[src/rtl/sync_fifo_param.sv]
`default_nettype none
// ============================================================================
//  Module   : sync_fifo_param
//  Purpose  : Parametrised single-clock FIFO. A read and a write can both be
//             accepted in the same cycle. Provides programmable almost-full
//             and almost-empty thresholds, an occupancy count, a registered
//             read port, and sticky overflow/underflow error flags.
//  Revision : 1.0 - initial release
// ============================================================================
module sync_fifo_param #(
    parameter int WIDTH    = 8,
    parameter int DEPTH    = 16,
    parameter int AF_LEVEL = 12,
    parameter int AE_LEVEL = 2
) (
    input  logic                     clk,
    input  logic                     rst,
    input  logic                     wr,
    input  logic [WIDTH-1:0]         din,
    input  logic                     rd,
    output logic [WIDTH-1:0]         dout,
    output logic                     dout_valid,
    output logic [$clog2(DEPTH):0]   count,
    output logic                     empty,
    output logic                     full,
    output logic                     almost_empty,
    output logic                     almost_full,
    output logic                     overflow,
    output logic                     underflow
);

    localparam int AW = $clog2(DEPTH);
    localparam int CW = AW + 1;

    localparam logic [AW-1:0] c_ptr_one = AW'(1);
    localparam logic [CW-1:0] c_cnt_one = CW'(1);
    localparam logic [CW-1:0] c_depth   = CW'(DEPTH);
    localparam logic [CW-1:0] c_af      = CW'(AF_LEVEL);
    localparam logic [CW-1:0] c_ae      = CW'(AE_LEVEL);

    // Parameter legality is checked at elaboration so a bad instance never builds.
    if (WIDTH < 1) begin : g_bad_width
        $error("sync_fifo_param: WIDTH must be >= 1");
    end
    if ((DEPTH < 2) || ((DEPTH & (DEPTH - 1)) != 0)) begin : g_bad_depth
        $error("sync_fifo_param: DEPTH must be a power of two >= 2");
    end
    if ((AF_LEVEL < 1) || (AF_LEVEL > DEPTH)) begin : g_bad_af
        $error("sync_fifo_param: AF_LEVEL must be in 1..DEPTH");
    end
    if ((AE_LEVEL < 0) || (AE_LEVEL > DEPTH - 1)) begin : g_bad_ae
        $error("sync_fifo_param: AE_LEVEL must be in 0..DEPTH-1");
    end

    logic [WIDTH-1:0] r_mem [DEPTH];
    logic [AW-1:0]    r_wptr;
    logic [AW-1:0]    r_rptr;
    logic [CW-1:0]    r_count;
    logic [WIDTH-1:0] r_dout;
    logic             r_dout_valid;
    logic             r_overflow;
    logic             r_underflow;

    logic w_empty;
    logic w_full;
    logic w_wr_ok;
    logic w_rd_ok;

    // Status flags decode only the registered count, never the requests.
    assign w_empty = (r_count == '0);
    assign w_full  = (r_count == c_depth);

    // A full FIFO rejects writes even if a read frees a slot this cycle;
    // an empty FIFO rejects reads even if a write arrives (no fall-through).
    assign w_wr_ok = wr && !w_full;
    assign w_rd_ok = rd && !w_empty;

    // Storage array is not reset; stale contents are unreachable after rst.
    always_ff @(posedge clk) begin
        if (!rst && w_wr_ok) begin
            r_mem[r_wptr] <= din;
        end
    end

    // Pointers, occupancy, read port and sticky error flags.
    always_ff @(posedge clk) begin
        if (rst) begin
            r_wptr       <= '0;
            r_rptr       <= '0;
            r_count      <= '0;
            r_dout       <= '0;
            r_dout_valid <= 1'b0;
            r_overflow   <= 1'b0;
            r_underflow  <= 1'b0;
        end else begin
            if (w_wr_ok) begin
                r_wptr <= r_wptr + c_ptr_one;
            end
            if (w_rd_ok) begin
                r_dout <= r_mem[r_rptr];
                r_rptr <= r_rptr + c_ptr_one;
            end
            r_dout_valid <= w_rd_ok;

            case ({w_wr_ok, w_rd_ok})
                2'b10:   r_count <= r_count + c_cnt_one;
                2'b01:   r_count <= r_count - c_cnt_one;
                default: r_count <= r_count;
            endcase

            if (wr && w_full) begin
                r_overflow <= 1'b1;
            end
            if (rd && w_empty) begin
                r_underflow <= 1'b1;
            end
        end
    end

    assign dout         = r_dout;
    assign dout_valid   = r_dout_valid;
    assign count        = r_count;
    assign empty        = w_empty;
    assign full         = w_full;
    assign almost_empty = (r_count <= c_ae);
    assign almost_full  = (r_count >= c_af);
    assign overflow     = r_overflow;
    assign underflow    = r_underflow;

endmodule
`default_nettype wire

[config.mk]
export PLATFORM = sky130hd
export DESIGN_NAME = sync_fifo_param
export DESIGN_NICKNAME = d
export VERILOG_FILES = /design/src/rtl/sync_fifo_param.sv
export SDC_FILE = /design/constraint.sdc
export NUM_CORES = 1
export LEC_CHECK = 0
export CAP_MARGIN = 10
export CORE_AREA = 10 10 81 152
export DETAILED_ROUTE_END_ITERATION = 7
export DIE_AREA = 0 0 91 162
export PLACE_DENSITY = 0.83
export REMOVE_ABC_BUFFERS = 1
export SYNTH_ARGS = -nofsm -noshare
export SYNTH_HDL_FRONTEND = slang
export SYNTH_SLANG_ARGS = --single-unit
[constraint.sdc]
create_clock -name clk -period 4.81 [get_ports clk]
set_clock_uncertainty 0.1 [all_clocks]
set_input_delay 0.962 -clock clk [delete_from_list [all_inputs] [get_ports clk]]
set_output_delay 0.962 -clock clk [all_outputs]
set_load 0.005 [all_outputs]
==> impl_results.md <==
- R2r startpoint: count[0]$_SDFFE_PP0P_
- Synth top area share: 0.627
- Peak supply drop: 0.000394 V
- Global route total overflow: 0
- Setup bufs post-CTS: 0
- Achievable Freq: 279 MHz
- H-tree depth: 4
- Starting Density: 0.624
- Vias in the first global route: 3571
- Antenna violations before repair: 0
- CP cell instances: clkdlybuf4s50_1 > a21boi_1 > inv_1 > ha_1 > fa_1 > a21o_1 > a21oi_1 > mux2i_1 > mux2_2
- Initial DRC count: 366
- Max stage delay on crit path: 0.56 ns
- Reg area: 4330 µm²
- CTS resizes: 0
- Crit path DAT: 3.80 ns
- First-pass GRT wire length: 19400 µm
- RePlAce Congestion: 0.836
- Clk pin slew, worst setup/hold paths: 0.06 ns
- Hold Buf Count CTS: 0
- I/O pin count: 32
- Pwr Total: 0.00374 W
- CTS Sinks: 152
- Worst Hold Launch: underflow$_SDFFE_PP0P_
- Area of the multi-input gates: 1650 µm²
- Main flop type after synthesis: edfxtp_1
- Slowest CP cell: clkdlybuf4s50_1
- Buf/Inv on CP: 2
- First-pass detailed-route iteration total: 5
- Port Buffers: 31
- Vias per cell: 6.08
- CTS Root Cell: clkbuf_16
- Remaining antenna violation count after routing: 0
- Pwr Density: 528 nW/µm²
- Vias: 3489
- Crit Path Max Fanout: 6
- Yosys reg bits: 152
- Final Max Tran Viols: 0
- WL per Instance: 22.2 µm
- Ys async rst share: 0
- Final HPWL DP: 8530 µm
- Hold path depth: 2
- CTS tree: yes
- Largest net degree at the start of global routing: 55
- Core Util, Final: 0.722
- Pre-CTS setup slack: 0.775 ns
- Slew Limit Headroom: 0.364
- Synth Instances: 399
- Final WS setup: 1.22 ns
- Die area: 14700 µm²
- # nets final: 451
- Max clock buf depth: 2
- Unique masters post-synth: 34
- Number of synthesized flops with an enable pin: 128
- RSZ-0062 raised after global routing: no
- Row count: 51
- Core Area: 9830 µm²
- Setup TNS: 0 ns
- Post-synth top area cell: edfxtp_1
- R2R depth: 9
- Worst hold path class: reg2reg
- Avg Cell Area, Syn: 15.4 µm²
- Critical path's top delay family: compound AO/OA/AOI/OAI gates
- Worst-Skew Late Latency: 0.42 ns
- CP required: 5.02 ns
- Yosys warns: 0
- Final hold violation count: 0
- CP endpoint kind: register
- DRC: 0
- P&R area growth vs syn: 15.7%
- Share of layout cells above drive strength 1: 0.0905
- Chip Width: 91 µm
- Fin crit share: 0.746
- Flop2flop setup slack: 1.71 ns
- Critical path type: in2reg
- Max Cap Viol: 0
- Total CTS buffers: 17
- R2r endpoint: count[4]$_SDFFE_PP0P_
- Die Ht: 162 µm
- Worst-margin pin slew: 0.951 ns
- Worst Hold Path EP: underflow$_SDFFE_PP0P_
- Fillcell total: 653
- Synth top area cells: edfxtp_1 (63%), mux2i_1 (11%), dfxtp_1 (7.8%)
- Seq/Total Area, Yosys: 0.705
- Global-route usage over all layers: 0.175
- Post-Route WL: 12700 µm
- Diode count: 0
- Post-Syn Area: 6130 µm²
- Final setup fails: 0
- Min cycle time layout: 3.59 ns
- Status: finished, final reports clean
- LEAKAGE: 2.27 nW
- CP Launch Type: primary input
==> cells in the final DEF, fill, tap and decap left out, types with 4 or more instances in the layout <==
cell type and n:
mux2i_1 68, edfxtp_1 128, a21oi_1 5, nand2_1 7, dfxtp_1 23, a211oi_1 8, nor4_1 9, ha_1 9
o22ai_1 32, xor2_1 6, inv_1 4, nor2_1 45, clkdlybuf4s50_1 31, nand3b_1 5, clkinvlp_4 5, clkbuf_16 17
==> cell type report <==
class | instances | area share
well taps | 132 | 0.0233
clock buffers | 17 | 0.0600
inverters | 4 | 0.00212
flip-flops and latches | 152 | 0.610
clock inverters | 15 | 0.0250
repair buffers | 34 | 0.0469
multi-input cells | 220 | 0.232
==> layer usage <==
layer | track usage | vias to the layer above | share of wire
met3 | 0.0448 | 35 | 0.050
li1 | - | 1594 | -
met4 | 0.0910 | 0 | 0.030
met5 | 0 | - | 0
met2 | 0.321 | 128 | 0.56
met1 | 0.175 | 1732 | 0.36
==> tightest hold or removal path: cells and delay by family (launching register included) <==
family	cells	cell delay, ns
AOI/OAI and AO/OA	1	0.05
DFF	1	0.34
and+or+nand+nor	1	0.07
==> report_power, final <==
| group | internal, W | switching, W | total (W) | leakage [nW] |
|---|---|---|---|---|
| registers | 0.00151 | 0.000126 | 0.00164 | 1.35 |
| clock network | 0.000815 | 0.000515 | 0.00133 | 0.282 |
| logic | 0.000387 | 0.000386 | 0.000773 | 0.638 |
| total | 0.00272 | 0.00103 | 0.00374 | 2.27 |
==> registers in the layout (all words and copies together) (netlist names) <==
name and flops:
dout_valid 1, overflow 1, r_mem 128, dout 8
r_wptr 4, r_rptr 4, count 5, underflow 1
==> worst max-delay path by stage <==
| stage | start | to | slack [ns] | cells after the start |
|---|---|---|---|---|
| CTS | wr | count[4]$_SDFFE_PP0P_ | 1.22 | 9 |
| global route | wr | count[4]$_SDFFE_PP0P_ | 1.06 | 9 |
| detailed placement | wr | count[4]$_SDFFE_PP0P_ | 0.78 | 9 |
| finish | wr | count[4]$_SDFFE_PP0P_ | 1.22 | 9 |
| floorplan | rd | count[4]$_SDFFE_PP0P_ | 1.25 | 7 |
| global placement | wr | count[4]$_SDFFE_PP0P_ | 0.90 | 9 |
==> stage by stage <==
| step | area (µm²) | std cells | hold WS, ns |
|---|---|---|---|
| after floorplan | 5980 | 376 | 0.360 |
| after CTS | 7090 | 574 | 0.389 |
| after global routing | 7090 | 574 | 0.419 |
| after detailed placement | 6490 | 542 | 0.371 |
| after global placement | 6490 | 542 | 0.358 |
| final | 7090 | 574 | 0.389 |
==> logic make-up (layout without fill, tap and decap cells) <==
| kind of cell | after synthesis | count (layout) | synth area share |
|---|---|---|---|
| buf+inv | 27 | 70 | 0.0265 |
| mux | 69 | 69 | 0.113 |
| compound gates | 55 | 55 | 0.0614 |
| fa+ha+maj | 10 | 10 | 0.0216 |
| simple gates | 77 | 77 | 0.0596 |
| flops | 152 | 152 | 0.705 |
| xor+xnor | 9 | 9 | 0.0129 |
==> cell usage after synthesis (all sizes together), types with 5 or more instances <==
cell / count
edfxtp: 128
nand3b: 5
xor2: 6
clkbuf: 6
nor4: 9
ha: 9
dfxtp: 24
nand2: 7
mux2i: 68
buf: 17
o22ai: 32
nor2: 45
a211oi: 8
a21oi: 5
(Power assumes the default switching activity.)
